### src/rtl/ysyx_25040109_lsu.sv
// ysyx_25040109_lsu -- load/store unit between EXU and the dmem channel.
//
// One request in flight at a time. The request is latched on the req handshake.
// The dmem access happens in a single LOAD or STORE cycle. The result is then
// held in RESP until the consumer takes it.
//
// Optional feature macro: LSU_MISALIGN_EXC_EN
//   defined   : misaligned half/word requests and size=11 are rejected. They go
//               IDLE->RESP with resp_err=1 and make no dmem access.
//   undefined : no checking. The low address bits are forced to size alignment
//               and resp_err is tied to 0.
//
// Ports
//   clk, rst           clock; synchronous active-low reset
//   req_*              EXU request channel (valid/ready, wen, addr, wdata, size, unsigned)
//   resp_*             response channel (valid/ready, rdata, err)
//   dmem_raddr/ren     word-aligned read; dmem_rdata is returned in the same cycle
//   dmem_rdata         read word
//   dmem_waddr/wdata   store byte address and raw store data
//   dmem_wlen/wen      store length (001/010/100) and write strobe
module ysyx_25040109_lsu #(
  parameter int XLEN = 32
) (
  input  logic            clk,
  input  logic            rst,
  input  logic            req_valid,
  output logic            req_ready,
  input  logic            req_wen,
  input  logic [XLEN-1:0] req_addr,
  input  logic [XLEN-1:0] req_wdata,
  input  logic [1:0]      req_size,
  input  logic            req_unsigned,
  output logic            resp_valid,
  input  logic            resp_ready,
  output logic [XLEN-1:0] resp_rdata,
  output logic            resp_err,
  output logic [XLEN-1:0] dmem_raddr,
  output logic            dmem_ren,
  input  logic [XLEN-1:0] dmem_rdata,
  output logic [XLEN-1:0] dmem_waddr,
  output logic [XLEN-1:0] dmem_wdata,
  output logic [2:0]      dmem_wlen,
  output logic            dmem_wen
);

  typedef enum logic [1:0] {IDLE, LOAD, STORE, RESP} state_t;

  typedef struct packed {
    logic [XLEN-1:0] addr;
    logic [XLEN-1:0] wdata;
    logic [1:0]      size;
    logic            uns;
  } lsu_req_t;

  state_t          state, state_nx;
  lsu_req_t        req_q;
  logic            accept;
  logic [XLEN-1:0] eff_addr;
  logic [XLEN-1:0] load_ext;

  // Extract the addressed lane from a read word and extend it.
  function automatic logic [XLEN-1:0] lane_ext(input logic [XLEN-1:0] word,
                                               input logic [1:0] off,
                                               input logic [1:0] size,
                                               input logic uns);
    logic [7:0]  b;
    logic [15:0] h;
    b = word[{off, 3'b000} +: 8];
    h = word[{off[1], 4'b0000} +: 16];
    case (size)
      2'b00:   lane_ext = uns ? {24'b0, b} : {{24{b[7]}}, b};
      2'b01:   lane_ext = uns ? {16'b0, h} : {{16{h[15]}}, h};
      default: lane_ext = word;  // word and reserved size
    endcase
  endfunction

`ifdef LSU_MISALIGN_EXC_EN
  logic mis_in;
  logic resp_err_q;

  // Misalignment is judged on the incoming request so a bad access never
  // reaches dmem.
  always_comb begin
    case (req_size)
      2'b00:   mis_in = 1'b0;
      2'b01:   mis_in = req_addr[0];
      2'b10:   mis_in = |req_addr[1:0];
      default: mis_in = 1'b1;
    endcase
  end

  assign eff_addr = req_q.addr;
  assign resp_err = resp_err_q;
`else
  // Without checking, silently align to the access size.
  always_comb begin
    case (req_q.size)
      2'b00:   eff_addr = req_q.addr;
      2'b01:   eff_addr = {req_q.addr[XLEN-1:1], 1'b0};
      default: eff_addr = {req_q.addr[XLEN-1:2], 2'b00};
    endcase
  end

  assign resp_err = 1'b0;
`endif

  assign accept   = req_valid && req_ready;
  assign load_ext = lane_ext(dmem_rdata, eff_addr[1:0], req_q.size, req_q.uns);

  // dmem address/data buses follow the latched request; only the strobes are qualified.
  assign dmem_raddr = {req_q.addr[XLEN-1:2], 2'b00};
  assign dmem_waddr = eff_addr;
  assign dmem_wdata = req_q.wdata;

  // Next state and state-decoded outputs. Every strobe is gated by rst so a
  // reset arriving mid-transaction suppresses the access at that very edge.
  always_comb begin
    state_nx   = state;
    req_ready  = 1'b0;
    resp_valid = 1'b0;
    dmem_ren   = 1'b0;
    dmem_wen   = 1'b0;
    dmem_wlen  = 3'b000;
    case (state)
      IDLE: begin
        req_ready = rst;
        if (req_valid) begin
          state_nx = req_wen ? STORE : LOAD;
`ifdef LSU_MISALIGN_EXC_EN
          if (mis_in) state_nx = RESP;
`endif
        end
      end
      LOAD: begin
        dmem_ren = rst;
        state_nx = RESP;
      end
      STORE: begin
        dmem_wen = rst;
        if (rst) begin
          case (req_q.size)
            2'b00:   dmem_wlen = 3'b001;
            2'b01:   dmem_wlen = 3'b010;
            default: dmem_wlen = 3'b100;
          endcase
        end
        state_nx = RESP;
      end
      RESP: begin
        resp_valid = rst;
        if (resp_ready) state_nx = IDLE;
      end
      default: state_nx = IDLE;
    endcase
  end

  always_ff @(posedge clk) begin
    if (!rst) state <= IDLE;
    else      state <= state_nx;
  end

  // The request latch needs no reset: it is only read after an accept.
  always_ff @(posedge clk) begin
    if (accept) begin
      req_q.addr  <= req_addr;
      req_q.wdata <= req_wdata;
      req_q.size  <= req_size;
      req_q.uns   <= req_unsigned;
    end
  end

  // Response registers only change on accept, LOAD or STORE, so they hold
  // steady for the whole of RESP.
  always_ff @(posedge clk) begin
    if (!rst) begin
      resp_rdata <= '0;
`ifdef LSU_MISALIGN_EXC_EN
      resp_err_q <= 1'b0;
`endif
    end else begin
`ifdef LSU_MISALIGN_EXC_EN
      if (accept) begin
        resp_err_q <= mis_in;
        if (mis_in) resp_rdata <= '0;
      end
`endif
      if (state == LOAD)  resp_rdata <= load_ext;
      if (state == STORE) resp_rdata <= '0;
    end
  end

endmodule

### config.mk
export PLATFORM = sky130hd
export DESIGN_NAME = ysyx_25040109_lsu
export DESIGN_NICKNAME = d
export VERILOG_FILES = /design/src/rtl/ysyx_25040109_lsu.sv
export SDC_FILE = /design/constraint.sdc
export NUM_CORES = 1
export LEC_CHECK = 0
export BUFFER_PORTS_ARGS = -buffer_cell sky130_fd_sc_hd__clkbuf_2
export CORE_ASPECT_RATIO = 0.75
export CORE_MARGIN = 1
export CORE_UTILIZATION = 45
export CTS_BUF_LIST = sky130_fd_sc_hd__clkbuf_4
export CTS_CLUSTER_DIAMETER = 40
export DETAILED_ROUTE_END_ITERATION = 16
export GPL_ROUTABILITY_DRIVEN = 0
export PLACE_DENSITY = 0.82
export REMOVE_ABC_BUFFERS = 1
export SLEW_MARGIN = 10
export SYNTH_ARGS = -nofsm -noshare
export SYNTH_HDL_FRONTEND = slang
export SYNTH_SLANG_ARGS = --single-unit
export TNS_END_PERCENT = 30
### constraint.sdc
create_clock -name clk -period 5.55 [get_ports clk]
set_input_delay 1.3875 -clock clk [delete_from_list [all_inputs] [get_ports clk]]
set_output_delay 1.3875 -clock clk [all_outputs]
set_load 0.01 [all_outputs]
After elaboration in Yosys (flattened, before gate mapping)
Index checks and enable logic that the tools add are counted.
{"block": "totals", "reg_bits": 101, "in_bits": 104, "output_inout_bits": 136, "elab_cells": 36}
{"block": "op_classes", "n_eq_ne": 6, "shifts": 2, "muxes": 15, "bitwise_logic": 1, "reduce_logical": 6}
{"cell": "$mux 32", "n": 2}
{"cell": "$pmux 32 s2", "n": 1}
{"cell": "$shiftx 32x6->16", "n": 1}
{"cell": "$shiftx 32x6->8", "n": 1}
{"cell": "$mux 2", "n": 3}
{"cell": "$mux 3", "n": 2}
{"cell": "$pmux 2 s3", "n": 1}
{"cell": "$pmux 3 s2", "n": 1}
{"cell": "$eq 2x1->1 const B", "n": 2}
{"cell": "$eq 2x2->1 const B", "n": 2}
{"cell": "$logic_not 2->1", "n": 2}
{"cell": "$mux 1", "n": 4}
{"cell": "$ne 2x2->1 const B", "n": 2}
{"cell": "$pmux 2 s2", "n": 1}
{"cell": "$reduce_or 2->1", "n": 2}
{"cell": "$reduce_and 2->1", "n": 1}
{"cell": "$logic_and 1x1->1", "n": 1}
{"cell": "$not 1->1", "n": 1}

Longest topological paths before layout
Gate-level depths: netlist of the first run.
{"block": "logic_depth", "ltp_word": 5, "ltp_mapped": 6}

Worst setup path before layout of the first run
OpenSTA, ideal clock, no wires.
{"block": "synth_timing", "kind": "input port to flip-flop", "start": "input req_valid", "end": "register req_q (netlist bit dmem_raddr[10]), enable pin", "arrival_ps": 3010, "required_ps": 5117, "setup_slack_ps": 2108, "stages": 1, "path_buffers": 0, "path_cell_list": "and3_1"}
{"block": "synth_via", "elab_chain_len": 1}
{"item": "start, declared", "line_no": "26", "rtl": "input logic req_valid,"}
{"item": "$logic_and 1x1->1", "line_no": "107", "rtl": "assign accept = req_valid && req_ready;"}
{"item": "end, declared", "line_no": "56", "rtl": "lsu_req_t req_q;"}
Every way passes these cells.
A chain may end at the register's enable or synchronous reset.

Final worst setup path of the first run
{"block": "layout_timing", "start": "register req_q[36] (netlist name)", "end": "output dmem_waddr[1]"}
{"block": "layout_via", "elab_chain_len": 1}
{"item": "$pmux 2 s2", "line_no": "97", "rtl": "case (req_q.size)"}
{"item": "end, declared", "line_no": "40", "rtl": "output logic [XLEN-1:0] dmem_waddr,"}
Every way passes these cells.

==> metrics, run 1 <==
cts repair resizes 0; headroom to the max-slew limit 0.423; CP max stage cell edfxtp_1; I/O Pins 240; post-route minimum period between 3000 and 4000 ps; CTS buffer count 9; vias per cell 5.08; ys flop type edfxtp_1; setup bufs post-CTS 0; H-tree depth 3; Sink Count 101; Setup Skew 12.8 ps; DP Wirelength ~9500 µm; antenna violations before repair 0; routed vias 3,518; CORE AREA 9930 µm²; Post-synth ARST share 0; Root Buffer clkbuf_4; CTS Hold Bufs 0; latest clock arrival within the worst-skew pair ~450 ps; leakage 0.00247 µW; synthesized area about 4700 µm²; post-route ant nets 0; post-route clock period utilization 0.626; P&R area growth vs syn 15.1%; slowest stage delay, CP ~940 ps; Netlist cell types 40; Crit. End Element output port; Hold/Removal Path Class register to register; Remaining DRCs 0; starting density of the core 0.475; Avg Cell Area, Syn about 11 µm²; Layout Nets 665; row count 31; die width between 100 and 150 µm; # port buffers 236; starting DRC count in detailed routing 232; Hold Vio Cnt, Final 0; die area 10,900 µm²; First-pass DRT Iterations 5; Max Cap Viol 0; post-synthesis sequential area ratio 0.571; largest net degree at the start of global routing 53; Die H slightly above 90 µm; CTS clock-pin slew for the worst setup and hold paths 150 ps; diode count 0; Post-Route WL approximately 12,000 µm; Longest Clk Path Bufs 2; maximum clock rate 288 MHz; RSZ-0062 raised after global routing false; critical path class register to output port; CP max FO 21; first-pass GRT wire length 18,800 µm; Fin Setup TNS 0 ps; PD cells 333 nW/µm²; Setup Viol. Count Final 0; All-Layer GR Usage 0.227; GRT overflow 0; final slew viol count 0; Req. time, crit path 4160 ps; Final Util 0.546; actual slew at the worst max-slew pin 865 ps; CTS tree built; Post-synth EDFFs between 60 and 70; arrival time at the worst endpoint 2080 ps; ranking of synthesized cells by area edfxtp_1, buf_4, dfxtp_1, a21oi_1, o21ai_0; Post-Synthesis Cells 415; WL per Instance 17.9 µm; vias in the first global route 3,381; status completed; Synth top area share 0.427; post-synth top area cell edfxtp_1; Max VDD drop roughly 0.22 mV; layout cells sized above 1 0.474; Yosys warnings 0; Worst Setup Start Kind register; post-synthesis register bit count roughly 100; crit-path cells nand2b_1, inv_1, clkbuf_2
-- registers in the layout (all words and copies together), names as in the netlist --
name,flops
dmem_wdata,32
state,2
dmem_raddr,30
resp_rdata,32
req_q,5
-- cells in the mapped netlist (all sizes together), types with 4 or more instances --
master	n
a31oi	4
ha	5
nand2	30
inv	14
mux2i	8
buf	100
nand2b	7
a21oi	31
o21ai	29
o221ai	6
edfxtp	67
nor3	7
o22ai	8
clkbuf	12
nor2	12
dfxtp	34
nor2b	8
-- power breakdown --
part / total (µW) / internal [µW] / switching [µW] / leakage [µW]
Combinational: 483 / 189 / 293 / 0.00151
Clock: 354 / 101 / 252 / 0.0000626
Sequential: 971 / 913 / 58.4 / 0.000898
-- per-stage QoR --
stage / hold slack (ps) / worst slack (ps) / cells / cell area [µm²] / total power [µW]
after floorplan: 474 / 2110 / 305 / 3920 / 1240
after global placement: 463 / 2190 / 677 / 5300 / 1450
after detailed placement: 475 / 2170 / 677 / 5300 / 1470
after CTS: 496 / 2080 / 693 / 5420 / 1820
after global routing: 527 / 1920 / 693 / 5420 / 1900
final: 495 / 2080 / 693 / 5420 / 1810
-- layout make-up --
cell class / instances / area [µm²]
clock buffer: 10 / 75.1
clock inverter: 6 / 47.5
fill: 885 / 4510
inverter: 14 / 52.6
multi-input combinational: 190 / 1180
sequential: 101 / 2690
tap: 132 / 165
timing repair buffer: 240 / 1210
-- final timing paths --
path                              start                           to  slack, ps  cells past startpoint
min          resp_rdata[0]$_SDFFE_PP0N_   resp_rdata[0]$_SDFFE_PP0N_        500                      2
max reg2reg         req_q[36]$_DFFE_PP_  resp_rdata[30]$_SDFFE_PP0N_       3250                      3
min reg2reg  resp_rdata[0]$_SDFFE_PP0N_   resp_rdata[0]$_SDFFE_PP0N_        500                      2
max                 req_q[36]$_DFFE_PP_                dmem_waddr[1]       2080                      3
-- worst max-delay path: cells and delay by family, from the launching register on --
kind / cells / cell delay, ps
buf+inv: 2 / 390
simple gates: 1 / 300
flops: 1 / 940
-- cell usage in the layout (no fill, tap or decap), types with 4 or more instances in the layout --
cell	instances
clkbuf_2	236
o21ai_0	29
nand2b_1	7
dfxtp_1	34
nand2_1	30
mux2i_1	8
o221ai_1	6
ha_1	5
edfxtp_1	67
clkbuf_4	10
a31oi_1	4
nor2_1	12
o22ai_1	8
a21oi_1	31
inv_1	14
buf_4	4
nor2b_1	8
nor3_1	7
-- cells by family (layout without fill, tap and decap cells) --
logic type               after synthesis  after routing  synth area share
buffers and inverters                126            270             0.181
AO/OA/AOI/OAI                         95             95             0.123
flip-flops                           101            101             0.571
AND/OR/NAND/NOR                       74             74            0.0773
other                                  1              3          0.000796
multiplexers                          13             13            0.0337
adder cells (fa/ha/maj)                5              5            0.0133
-- layer usage --
layer / vias up / track usage / part of all wire
li1: 1646 / - / -
met2: 167 / 0.368 / 0.48
met1: 1683 / 0.299 / 0.43
met4: 0 / 0.0646 / 0.018
met5: - / 0 / 0
met3: 22 / 0.0600 / 0.067
(Power assumes the default switching activity.)
==> inputs of run 2 (changes only) <==
CORE_UTILIZATION = 43   (was 45)
clock period = 3 ns   (was 5.55 ns; I/O delays follow)
==> run 2 against run 1 <==
Setup slack worse by 1800 ps. Sequential power is 85% higher. Non-clock buffer count is 5 higher. Largest power group unchanged.
==> metrics, run 2 (synthesis gave the netlist of run 1 again) <==
status completed; Reg-to-Reg Start req_q[2]$_DFFE_PP_; post-layout instance count excluding filler cells 702; Worst Path Buf+Inv 2; Root Buffer clkbuf_4; CTS tree built; critical path class register to output port; maximum clock rate roughly 370 MHz; actual slew at the worst max-slew pin between 700 and 800 ps; Hold EP dmem_wdata[23]$_DFFE_PP_; Remaining DRCs 0; post-route clock period utilization 0.895; antenna violations before repair 0; RSZ-0062 raised after global routing false; setup bufs post-CTS 0; vias in the first global route 3,266; WHS Path Cells 1; placed cells 686; Req. time, crit path 2250 ps; number of cells on the critical path 3; headroom to the max-slew limit 0.523; CP max stage cell edfxtp_1; Setup Viol. Count Final 0; GRT overflow 0; Worst R2R End resp_rdata[20]$_SDFFE_PP0N_; leakage 0.00250 µW; Longest Clk Path Bufs 2; DP Wirelength between 9000 and 10,000 µm; Hold/Removal Path Class input port to register; Seq. cell area 2690 µm²; Layout Nets 670; slowest stage delay, CP about 840 ps; Final Util 0.524; Final Cell Area approximately 5500 µm²; most common cell after layout, fill and taps aside clkbuf_2; Post-Route WL 12,600 µm; Worst Setup Start Kind register; placed cell area 5360 µm²; Max VDD drop approximately 0.4 mV; Die H 92.7 µm; Sink Count 101; latest clock arrival within the worst-skew pair ~450 ps; routed vias 3,562; final slew viol count 0; Max Cap Viol 0; PD cells 614 nW/µm²; die area roughly 11,000 µm²; post-route ant nets 0; CP max FO 24; R2R cell count 4; CTS buffer count 9; All-Layer GR Usage 0.215; WL per Instance approximately 18 µm; first-pass GRT wire length 18,000 µm; Fin Setup TNS 0 ps; Hold Vio Cnt, Final 0; layout cells sized above 1 0.479; row count 32; cts repair resizes 0; R2R Setup Slk 710 ps; P&R area growth vs syn 16.2%; Setup Skew 12.4 ps; delay-heaviest family, CP flip-flops; arrival time at the worst endpoint 1940 ps; diode count 0; # port buffers 236; crit-path cells nand2b_1, inv_1, clkbuf_2; CORE AREA ~10,000 µm²; largest net degree at the start of global routing 52; CTS clock-pin slew for the worst setup and hold paths 170 ps; H-tree depth 3; First-pass DRT Iterations 4; die width about 120 µm; I/O Pins 240; multi-input logic area 1180 µm²; hold path start req_wdata[23]; starting DRC count in detailed routing 234; post-route minimum period 2690 ps; vias per cell 5.07; starting density of the core 0.451; CTS Hold Bufs 0; commonest non-fill, non-tap cells in the layout clkbuf_2, edfxtp_1, dfxtp_1, a21oi_1, nand2_1; Crit. End Element output port; Filler Cell Count 945
## run 2: cell type report
class,count,area share
Timing Repair Buffer,245,0.230
Inverter,14,0.00959
Tap cell,136,0.0311
Clock buffer,9,0.0123
Clock inverter,7,0.0101
Sequential cell,101,0.492
Multi-Input combinational cell,190,0.215
## run 2: worst max path at each step
stage                                  start                           to
after detailed placement      dmem_rdata[23]  resp_rdata[20]$_SDFFE_PP0N_
final                     req_q[2]$_DFFE_PP_                dmem_waddr[1]
after global routing      req_q[2]$_DFFE_PP_                 dmem_wlen[2]
after floorplan                    req_valid     dmem_raddr[10]$_DFFE_PP_
after CTS                 req_q[2]$_DFFE_PP_                 dmem_wlen[2]
after global placement        dmem_rdata[23]  resp_rdata[30]$_SDFFE_PP0N_
## run 2: per-layer routing
layer  vias up  wire length [µm]  GRT usage
li1       1658                 -          -
met1      1728              5460      0.297
met2       165              6040      0.331
met3        11               935     0.0554
met4         0               135     0.0620
met5         -                 0          0
## run 2: where the power goes
part,leakage [µW],internal [µW],switching [µW]
Clock,0.0000650,180,476
Combinational,0.00154,364,543
Sequential,0.000898,1690,111
Total,0.00250,2230,1130
## run 2: stage by stage
step / setup slack (ps) / total power (µW) / hold slack, ps
2_1_floorplan: 195 / 2290 / 474
3_3_place_gp: 764 / 2700 / 465
3_5_place_dp: 668 / 2730 / 467
4_1_cts: 280 / 3390 / 421
5_1_grt: 150 / 3530 / 418
6_report: 314 / 3360 / 460
==> inputs of run 3 (changes only) <==
==> constraint.sdc (replaced) <==
create_clock -name clk -period 3 [get_ports clk]
set_input_delay 0.75 -clock clk [delete_from_list [all_inputs] [get_ports clk]]
set_output_delay 0.75 -clock clk [all_outputs]
set_load 0.05 [all_outputs]
==> run 3 against run 2 <==
Clock-buffer cell count did not move. Sequential share of layout area about the same. Clock power up 0.8%. Maximum frequency is 1.7% higher. Final cell count did not move. Power up 19%. Wire length grew 2.4%. Via count rose by 1.5%. Critical path type unchanged. Global-route usage is 1.1 points higher.
==> metrics, run 3 (synthesis gave the netlist of run 1 again) <==
post-route ant nets 0; diode count 0; CTS Hold Bufs 0; critical path class register to output port; slowest stage delay, CP around 680 ps; Filler Cell Count 925; die area 11,400 µm²; Hold Vio Cnt, Final 0; final slew viol count 0; CP max stage cell edfxtp_1; setup bufs post-CTS 0; starting density of the core 0.451; post-route clock period utilization 0.880; H-tree depth 3; Max VDD drop roughly 0.34 mV; post-route minimum period 2640 ps; Layout Nets 671; commonest non-fill, non-tap cells in the layout clkbuf_2, edfxtp_1, dfxtp_1, a21oi_1, nand2_1; WL per Instance 18.3 µm; Req. time, crit path roughly 2300 ps; cts repair resizes 0; antenna violations before repair 0; Worst Setup Start Kind register; Root Buffer clkbuf_4; PD cells around 730 nW/µm²; Die H 92.7 µm; layout cells sized above 1 0.481; GRT overflow 0; Post-Route WL 12,900 µm; vias per cell 5.15; CTS tree built; All-Layer GR Usage 0.225; crit-path cells inv_1, nor3_1, clkbuf_2; status completed; Hold/Removal Path Class input port to register; starting DRC count in detailed routing ~310; CORE AREA 10,500 µm²; actual slew at the worst max-slew pin 677 ps; Fin Setup TNS 0 ps; most common cell after layout, fill and taps aside clkbuf_2; Setup Viol. Count Final 0; Setup Skew 20.5 ps; CTS clock-pin slew for the worst setup and hold paths 180 ps; Remaining DRCs 0; CP max FO 12; routed vias 3,615; Longest Clk Path Bufs 2; row count 32; First-pass DRT Iterations 5; Crit. End Element output port; headroom to the max-slew limit 0.548; leakage 0.00251 µW; Sink Count 101; die width 123 µm; first-pass GRT wire length 19,100 µm; maximum clock rate 379 MHz; arrival time at the worst endpoint 1890 ps; P&R area growth vs syn 16.3%; CTS buffer count 9; Max Cap Viol 0; worst hold slack 445 ps; largest net degree at the start of global routing 52; # port buffers 236; vias in the first global route roughly 3,500; RSZ-0062 raised after global routing false; DP Wirelength 10,100 µm; latest clock arrival within the worst-skew pair 460 ps; I/O Pins 240
## run 3: area by class of cell
| class | instances | area, µm² | share of cell area |
|---|---|---|---|
| repair buffers | 246 | 1270 | 0.231 |
| clock buffers | 9 | 67.6 | 0.0123 |
| well taps | 136 | 170 | 0.0310 |
| multi-input cells | 190 | 1180 | 0.215 |
| inverters | 14 | 52.6 | 0.00958 |
| flip-flops and latches | 101 | 2690 | 0.491 |
| clock inverters | 6 | 52.6 | 0.00958 |
## run 3: final timing paths
path	start	endpoint	slack, ps	cells past startpoint
max	req_q[1]$_DFFE_PP_	dmem_wlen[1]	360	3
min	req_wdata[4]	dmem_wdata[4]$_DFFE_PP_	450	1
max reg2reg	req_q[1]$_DFFE_PP_	resp_rdata[15]$_SDFFE_PP0N_	720	4
min reg2reg	resp_rdata[0]$_SDFFE_PP0N_	resp_rdata[0]$_SDFFE_PP0N_	500	2
## run 3: power by group
group	leakage, µW	switching, µW	internal, µW
Combinational	0.00154	1180	366
Sequential	0.000898	109	1690
Clock	0.0000678	479	182
## run 3: worst max-delay path, delay by kind of cell (launching register included)
kind                   cells  cell delay (ps)
flip-flops                 1              680
AND/OR/NAND/NOR            1              220
buffers and inverters      2              540
## run 3: per-layer routing
layer,GRT usage,share of wire
met5,0,0
met4,0.0701,0.015
met1,0.305,0.42
met3,0.0585,0.080
met2,0.353,0.49
## run 3: through the flow
| stage | area [µm²] | total power (µW) | setup slack, ps | cells | utilization |
|---|---|---|---|---|---|
| finish | 5480 | 4000 | 360 | 702 | 0.525 |
| global route | 5480 | 4190 | 228 | 702 | 0.525 |
| CTS | 5480 | 4030 | 367 | 702 | 0.525 |
| detailed placement | 5360 | 3370 | 649 | 687 | 0.513 |
| global placement | 5360 | 3330 | 761 | 687 | 0.513 |
| floorplan | 3920 | 2910 | 195 | 305 | - |
